--- src/rtl/reflet_ram_arbiter.sv ---
// Two-client round-robin arbiter for one write port and one registered read port of a reflet RAM.
// Latency: write acked and committed in one cycle; read acked at A, rvalid/rdata at A+2. Losers keep req high until acked.
module reflet_ram_arbiter #(
  parameter int addrSize = 7,
  parameter int depth    = 8
) (
  input  logic                clk,
  input  logic                reset,
  input  logic                c0_req,
  input  logic                c0_we,
  input  logic [addrSize-1:0] c0_addr,
  input  logic [depth-1:0]    c0_wdata,
  output logic                c0_ack,
  output logic [depth-1:0]    c0_rdata,
  output logic                c0_rvalid,
  input  logic                c1_req,
  input  logic                c1_we,
  input  logic [addrSize-1:0] c1_addr,
  input  logic [depth-1:0]    c1_wdata,
  output logic                c1_ack,
  output logic [depth-1:0]    c1_rdata,
  output logic                c1_rvalid,
  output logic                ram_reset_n,
  output logic                ram_enable,
  output logic [addrSize-1:0] ram_addr_read,
  output logic [addrSize-1:0] ram_addr_write,
  output logic [depth-1:0]    ram_data_in,
  output logic                ram_write_en,
  input  logic [depth-1:0]    ram_data_out
);

  typedef enum logic {R_IDLE, R_WAIT} rd_state_t;

  rd_state_t           rd_state_q, rd_state_d;
  logic                wr_prio_q, wr_prio_d;
  logic                rd_prio_q, rd_prio_d;
  logic                rd_owner_q, rd_owner_d;
  logic [addrSize-1:0] rd_addr_q, rd_addr_d;
  logic [addrSize-1:0] wr_addr_q, wr_addr_d;
  logic [depth-1:0]    wr_data_q, wr_data_d;
  logic [depth-1:0]    c0_rdata_q, c0_rdata_d;
  logic [depth-1:0]    c1_rdata_q, c1_rdata_d;
  logic                c0_rvalid_q, c0_rvalid_d;
  logic                c1_rvalid_q, c1_rvalid_d;

  logic [1:0] wr_cand, wr_gnt;
  logic [1:0] rd_cand, rd_gnt;

  // Under contention the pointer picks the winner; a lone candidate always wins.
  function automatic logic [1:0] rr_pick(input logic [1:0] cand, input logic prio);
    if (&cand) return prio ? 2'b10 : 2'b01;
    return cand;
  endfunction

  always_comb begin
    wr_cand = {c1_req & c1_we, c0_req & c0_we} & {2{~reset}};
    rd_cand = {c1_req & ~c1_we, c0_req & ~c0_we} & {2{~reset && rd_state_q == R_IDLE}};
    wr_gnt  = rr_pick(wr_cand, wr_prio_q);
    rd_gnt  = rr_pick(rd_cand, rd_prio_q);

    c0_ack = wr_gnt[0] | rd_gnt[0];
    c1_ack = wr_gnt[1] | rd_gnt[1];

    ram_write_en   = |wr_gnt;
    ram_addr_write = wr_addr_q;
    ram_data_in    = wr_data_q;
    if (wr_gnt[0]) begin
      ram_addr_write = c0_addr;
      ram_data_in    = c0_wdata;
    end else if (wr_gnt[1]) begin
      ram_addr_write = c1_addr;
      ram_data_in    = c1_wdata;
    end
    wr_addr_d = ram_addr_write;
    wr_data_d = ram_data_in;
    wr_prio_d = (|wr_gnt) ? wr_gnt[0] : wr_prio_q;

    rd_state_d  = rd_state_q;
    rd_prio_d   = rd_prio_q;
    rd_owner_d  = rd_owner_q;
    rd_addr_d   = rd_addr_q;
    c0_rdata_d  = c0_rdata_q;
    c1_rdata_d  = c1_rdata_q;
    c0_rvalid_d = 1'b0;
    c1_rvalid_d = 1'b0;
    ram_addr_read = rd_addr_q;

    case (rd_state_q)
      R_IDLE: begin
        if (|rd_gnt) begin
          ram_addr_read = rd_gnt[1] ? c1_addr : c0_addr;
          rd_addr_d     = ram_addr_read;
          rd_owner_d    = rd_gnt[1];
          rd_prio_d     = rd_gnt[0];
          rd_state_d    = R_WAIT;
        end
      end
      R_WAIT: begin
        // Address stays on the port: the RAM gates its output on it.
        if (rd_owner_q) begin
          c1_rdata_d  = ram_data_out;
          c1_rvalid_d = 1'b1;
        end else begin
          c0_rdata_d  = ram_data_out;
          c0_rvalid_d = 1'b1;
        end
        rd_state_d = R_IDLE;
      end
      default: rd_state_d = R_IDLE;
    endcase
  end

  always_ff @(posedge clk) begin
    if (reset) begin
      rd_state_q  <= R_IDLE;
      wr_prio_q   <= 1'b0;
      rd_prio_q   <= 1'b0;
      rd_owner_q  <= 1'b0;
      rd_addr_q   <= '0;
      wr_addr_q   <= '0;
      wr_data_q   <= '0;
      c0_rdata_q  <= '0;
      c1_rdata_q  <= '0;
      c0_rvalid_q <= 1'b0;
      c1_rvalid_q <= 1'b0;
    end else begin
      rd_state_q  <= rd_state_d;
      wr_prio_q   <= wr_prio_d;
      rd_prio_q   <= rd_prio_d;
      rd_owner_q  <= rd_owner_d;
      rd_addr_q   <= rd_addr_d;
      wr_addr_q   <= wr_addr_d;
      wr_data_q   <= wr_data_d;
      c0_rdata_q  <= c0_rdata_d;
      c1_rdata_q  <= c1_rdata_d;
      c0_rvalid_q <= c0_rvalid_d;
      c1_rvalid_q <= c1_rvalid_d;
    end
  end

  assign c0_rdata    = c0_rdata_q;
  assign c1_rdata    = c1_rdata_q;
  assign c0_rvalid   = c0_rvalid_q;
  assign c1_rvalid   = c1_rvalid_q;
  assign ram_reset_n = ~reset;
  assign ram_enable  = ~reset;

endmodule

--- config.mk ---
export PLATFORM = sky130hd
export DESIGN_NAME = reflet_ram_arbiter
export DESIGN_NICKNAME = d
export VERILOG_FILES = /design/src/rtl/reflet_ram_arbiter.sv
export SDC_FILE = /design/constraint.sdc
export NUM_CORES = 1
export LEC_CHECK = 0
export BUFFER_PORTS_ARGS = -buffer_cell sky130_fd_sc_hd__buf_2
export CAP_MARGIN = 0
export CORE_AREA = 2 2 68 70
export CTS_CLUSTER_DIAMETER = 30
export DETAILED_ROUTE_END_ITERATION = 10
export DIE_AREA = 0 0 70 72
export HOLD_SLACK_MARGIN = 0.03
export PLACE_DENSITY = 0.83
export SLEW_MARGIN = 15
export SYNTH_ARGS = -nofsm -noshare
export SYNTH_HDL_FRONTEND = slang
export SYNTH_SLANG_ARGS = --single-unit
--- constraint.sdc ---
create_clock -name clk -period 4.27 [get_ports clk]
set_input_delay 0.854 -clock clk [delete_from_list [all_inputs] [get_ports clk]]
set_output_delay 0.854 -clock clk [all_outputs]
set_load 0.05 [all_outputs]
Word-level counts from Yosys, hierarchy flattened

Cells that the tools add are included.

Bits in registers: 44
Bits of input ports: 44
Output and inout port bits: 45
Logic and storage cells: 52

Multiplexer cells: 19
Bitwise operators: 13
Reductions and logical operators: 9

Operators by type and width:

| cell                | number |
|---|---|
| $mux W7             | 5 |
| $mux W8             | 2 |
| $mux W2             | 6 |
| $reduce_and A2 Y1   | 5 |
| $reduce_or A2 Y1    | 3 |
| $mux W1             | 5 |
| $not A1 Y1          | 5 |
| $and A1 B1 Y1       | 4 |
| $and A2 B2 Y2       | 2 |
| $or A1 B1 Y1        | 2 |
| $pmux W1 S2         | 1 |
| $logic_and A1 B1 Y1 | 1 |

Depth between registers and ports, before layout

Depth after elaboration: 9
Mapped depth: 6
Gate-level depth less buffers: 3

Worst setup path after synthesis

No wires, ideal clock.

Path kind: input-to-output
Start point: input reset
End point: output ram_addr_write[0]
Arrival time: 2.538 ns
Data required time: 3.416 ns
Slack: 0.878 ns
Stages on the path: 5
Buffers on the path: 2
Cell sequence: buf_2 nand3b_4 clkbuf_1 or3b_1 a31oi_1

Cells in the longest elaborated chain, start to end: 7

RTL lines:

| what              | RTL line | source |
|---|---|---|
| start, declared   | 8        | `input logic reset,` |
| $not A1 Y1 *      | 56       | `wr_cand = {c1_req & c1_we, c0_req & c0_we} & {2{~reset}};` |
| $and A2 B2 Y2 *   | 56       |  |
| $reduce_and A2 Y1 | 51       | `if (&cand) return prio ? 2'b10 : 2'b01;` |
| $mux W1           | 51       |  |
| $mux W2 *         | 52       | `return cand;` |
| $mux W7           | 70       | `end else if (wr_gnt[1]) begin` |
| $mux W7 *         | 67       | `if (wr_gnt[0]) begin` |
| end, declared     | 26       | `output logic [addrSize-1:0] ram_addr_write,` |

Mark *: on every way between the ends. The rest lies on a longest branch, timed or not.

Worst setup path after layout

Start point: input reset
End point: output ram_addr_read[5]

Cells in the longest elaborated chain, start to end: 9
Elaborated cells between the ends (all ways): 10
Those cells by class: mux: 5; bitwise: 2; reduce/logical: 3

RTL lines:

| what                                        | RTL line | source |
|---|---|---|
| $not A1 Y1 *                                | 57       | `rd_cand = {c1_req & ~c1_we, c0_req & ~c0_we} & {2{~reset && rd_state_q == R_IDLE}};` |
| $logic_and A1 B1 Y1 *                       | 57       |  |
| $and A2 B2 Y2 *                             | 57       |  |
| $reduce_and A2 Y1                           | 51       |  |
| $mux W1                                     | 51       |  |
| $mux W2 *                                   | 52       |  |
| $mux W7 or $reduce_or A2 Y1 (tied branches) | 91, 90   |  |
| $mux W7 *                                   | 90       | `if (\|rd_gnt) begin` |
| $mux W7 *                                   | 88       | `case (rd_state_q)` |
| end, declared                               | 25       | `output logic [addrSize-1:0] ram_addr_read,` |

Marks and branches as above.

==> metrics.txt <==
global router's overall resource usage=between 20 and 25%; average cell area after synthesis=approximately 8.5 um^2; count of input and output buffers=88; count of vias placed by the detailed router=2260; number of antenna violations at the first check in global routing=0; worst min-delay path endpoint=c0_rdata[6]; IR Drop Worst-Case VDD=0.0002000 V; area leader, netlist=dfxtp_1; H-tree lvl count=2; count of nets after finishing=370; setup repair after global routing missed its margin=no; height of the die=between 70 and 80 um; number of max-capacitance violations reported=0; ratio of routed vias to standard cells=between 5 and 6; worst hold path type=flop to flop; fraction of final layout cells sized beyond drive strength 1=approximately a third; clock-pin slew on the worst setup and hold paths=~80 ps; number of instances on the worst hold path=2; sum of overflow across all layers after global routing=0; synth cell count leaders=dfxtp_1, nand2_1, a21oi_1, clkbuf_1, nor3_1; clk root buf=clkbuf_8; total count of max-transition violations in the final report=0; EDFF count, synth=0; Synth area leaders=dfxtp_1, a221o_1, a311oi_1; nature of the critical path endpoint=output port; routability-driven placement congestion ratio=around 0.96; worst min-delay path startpoint=c0_rdata[6]; TritonCTS clock tree=yes; worst relative slew slack=42.13%; proportion of synthesized flip-flops having asynchronous set or reset=0%; Post-Route Setup TNS=0 ps; count of distinct cell types in the synthesized netlist=35; number of nets in the synthesized netlist=roughly 300; I/O pin count=89; r2r worst-path depth=3; post-cts hold buffer count=0; initial cell density of the core=roughly 50%; placed cell areas=between 0.002 and 0.003 mm^2; Synth-to-Final Area Change=25.22%; die width=around 70 um; number of synthesis warnings=0; Detailed Route WL=approximately 5.7 mm; r2r setup slk=2280 ps; antenna diode count=0; Pleak=~1.2 nW; Max clock buf depth=2; placed wire-length estimate after detailed placement=between 4 and 5 mm; dominant cell by count in the synthesized netlist=dfxtp_1; overall die area=0.005040 mm^2; clock sink total=between 40 and 50; final count of hold timing violations=0; post-detailed-route count of antenna-violating nets=0; vias in the first global route=2079; CTS buffer count=5; critical path fanouts, max=21; run status=completed; Seq cells post-synth=44; final critical-path required period=approximately 3600 ps; largest net degree at the start of global routing=32; final setup skew=~6.9 ps; residual DRC count=0; Post-CTS Setup Repair Bufs=0; Cell Area, Synth=about 0.0022 mm^2; power per cell area=between 300 and 400 mW/mm^2; Critical Setup Path Class=primary input to output port; cell count after synthesis=252; capture point of the worst reg-to-reg path=rd_addr_q[6]; source-to-sink clock delay at the later pin of the worst-skew pair=290 ps; kind of start point of the critical path=primary input; leading register cell type out of synthesis=dfxtp_1; final worst path period share=between 80 and 90%; fraction of post-synthesis cell area in the top cell type by area=between 40 and 50%; required time of the worst setup path=3420 ps; post-route cell area=approximately 0.0027 mm^2; crit path DAT=~2700 ps; Resized cells post-CTS=0; Fmax achieved=between 200 and 300 MHz; Tightest Pin Transition=approximately 870 ps; final routed wire length divided by cell count=between 15 and 20 um; core region area=around 0.0043 mm^2; starting DRC count in detailed routing=80; # setup viols final=0; fraction of the yosys area taken by sequential cells=40.91%; first-pass GRT wire length=roughly 9.1 mm; Initial DRT Pass Iterations=5; number of rows in the core area=24; launch instance of the worst register-to-register path=rd_state_q
[stage by stage]
| step | setup WS (ps) | instances | hold slack [ps] | utilization (%) | total power [mW] |
|---|---|---|---|---|---|
| after global routing | 602.1 | 379 | 477.1 | 63.23 | 1.068 |
| final | 675.7 | 379 | 456.1 | 63.23 | 1.031 |
| after floorplan | 878.1 | 252 | 465.8 | - | 0.6503 |
| after global placement | 761.9 | 371 | 439.0 | 60.53 | 0.7155 |
| after CTS | 696.8 | 379 | 456.1 | 63.23 | 1.034 |
| after detailed placement | 702.3 | 371 | 444.6 | 60.53 | 0.7188 |
[layout by cell type, fill, tap and decap left out, types with 2 or more instances in the layout]
cell,n
a21oi_1,19
a221o_1,14
a311oi_1,15
a31oi_1,15
buf_2,88
buf_4,5
clkbuf_8,5
dfxtp_1,44
inv_1,2
nand2_1,26
nand2b_1,3
nand3_1,8
nor2_1,3
nor2b_1,8
nor3_1,16
nor3b_1,8
o21ai_0,15
or2_1,2
or3b_1,14
[critical path, cell delays in order]
cell and delay [ps]:
buf_2 220, or4b_1 760, o21a_2 310, a221o_1 380, buf_2 220
[where the power goes]
part / internal [mW] / total, mW / switching (mW)
sequential: 0.433 / 0.446 / 0.0129
clock: 0.176 / 0.320 / 0.143
combinational: 0.0760 / 0.265 / 0.189
[flip-flops by register name, indices dropped and copies added, names as in the netlist]
register,flops
c1_rvalid,1
rd_prio_q,1
c0_rdata,8
rd_state_q,1
wr_data_q,8
wr_prio_q,1
rd_addr_q,7
wr_addr_q,7
c1_rdata,8
c0_rvalid,1
rd_owner_q,1
[worst max-delay path by stage]
stage	from	end	slack, ps
global placement	reset	ram_addr_read[6]	760
floorplan	reset	ram_addr_write[0]	880
finish	reset	ram_addr_read[5]	680
global route	reset	ram_addr_read[0]	600
CTS	reset	ram_addr_read[4]	700
detailed placement	reset	ram_addr_read[4]	700
[cell families after synthesis]
family                 count (synthesis)  share of synthesized area (%)
AOI/OAI and AO/OA                     83                          26.90
buffers and inverters                 29                          5.869
DFF                                   44                          40.91
and+or+nand+nor                       96                          26.32
[per-layer routing]
layer | GRT usage [%] | share of wire, %
met1 | 26.20 | 40
met2 | 37.78 | 48
met3 | 5.833 | 8.4
met4 | 11.54 | 3.5
met5 | 0 | 0
[layout make-up]
cell class | count | area, um^2
inverter | 3 | 11.26
fill | 390 | 1568
sequential | 44 | 880.8
clock buffer | 5 | 68.82
clock inverter | 3 | 46.29
timing repair buffer | 93 | 478.0
tap | 52 | 65.06
multi-input combinational | 179 | 1146
(Power assumes the default switching activity.)
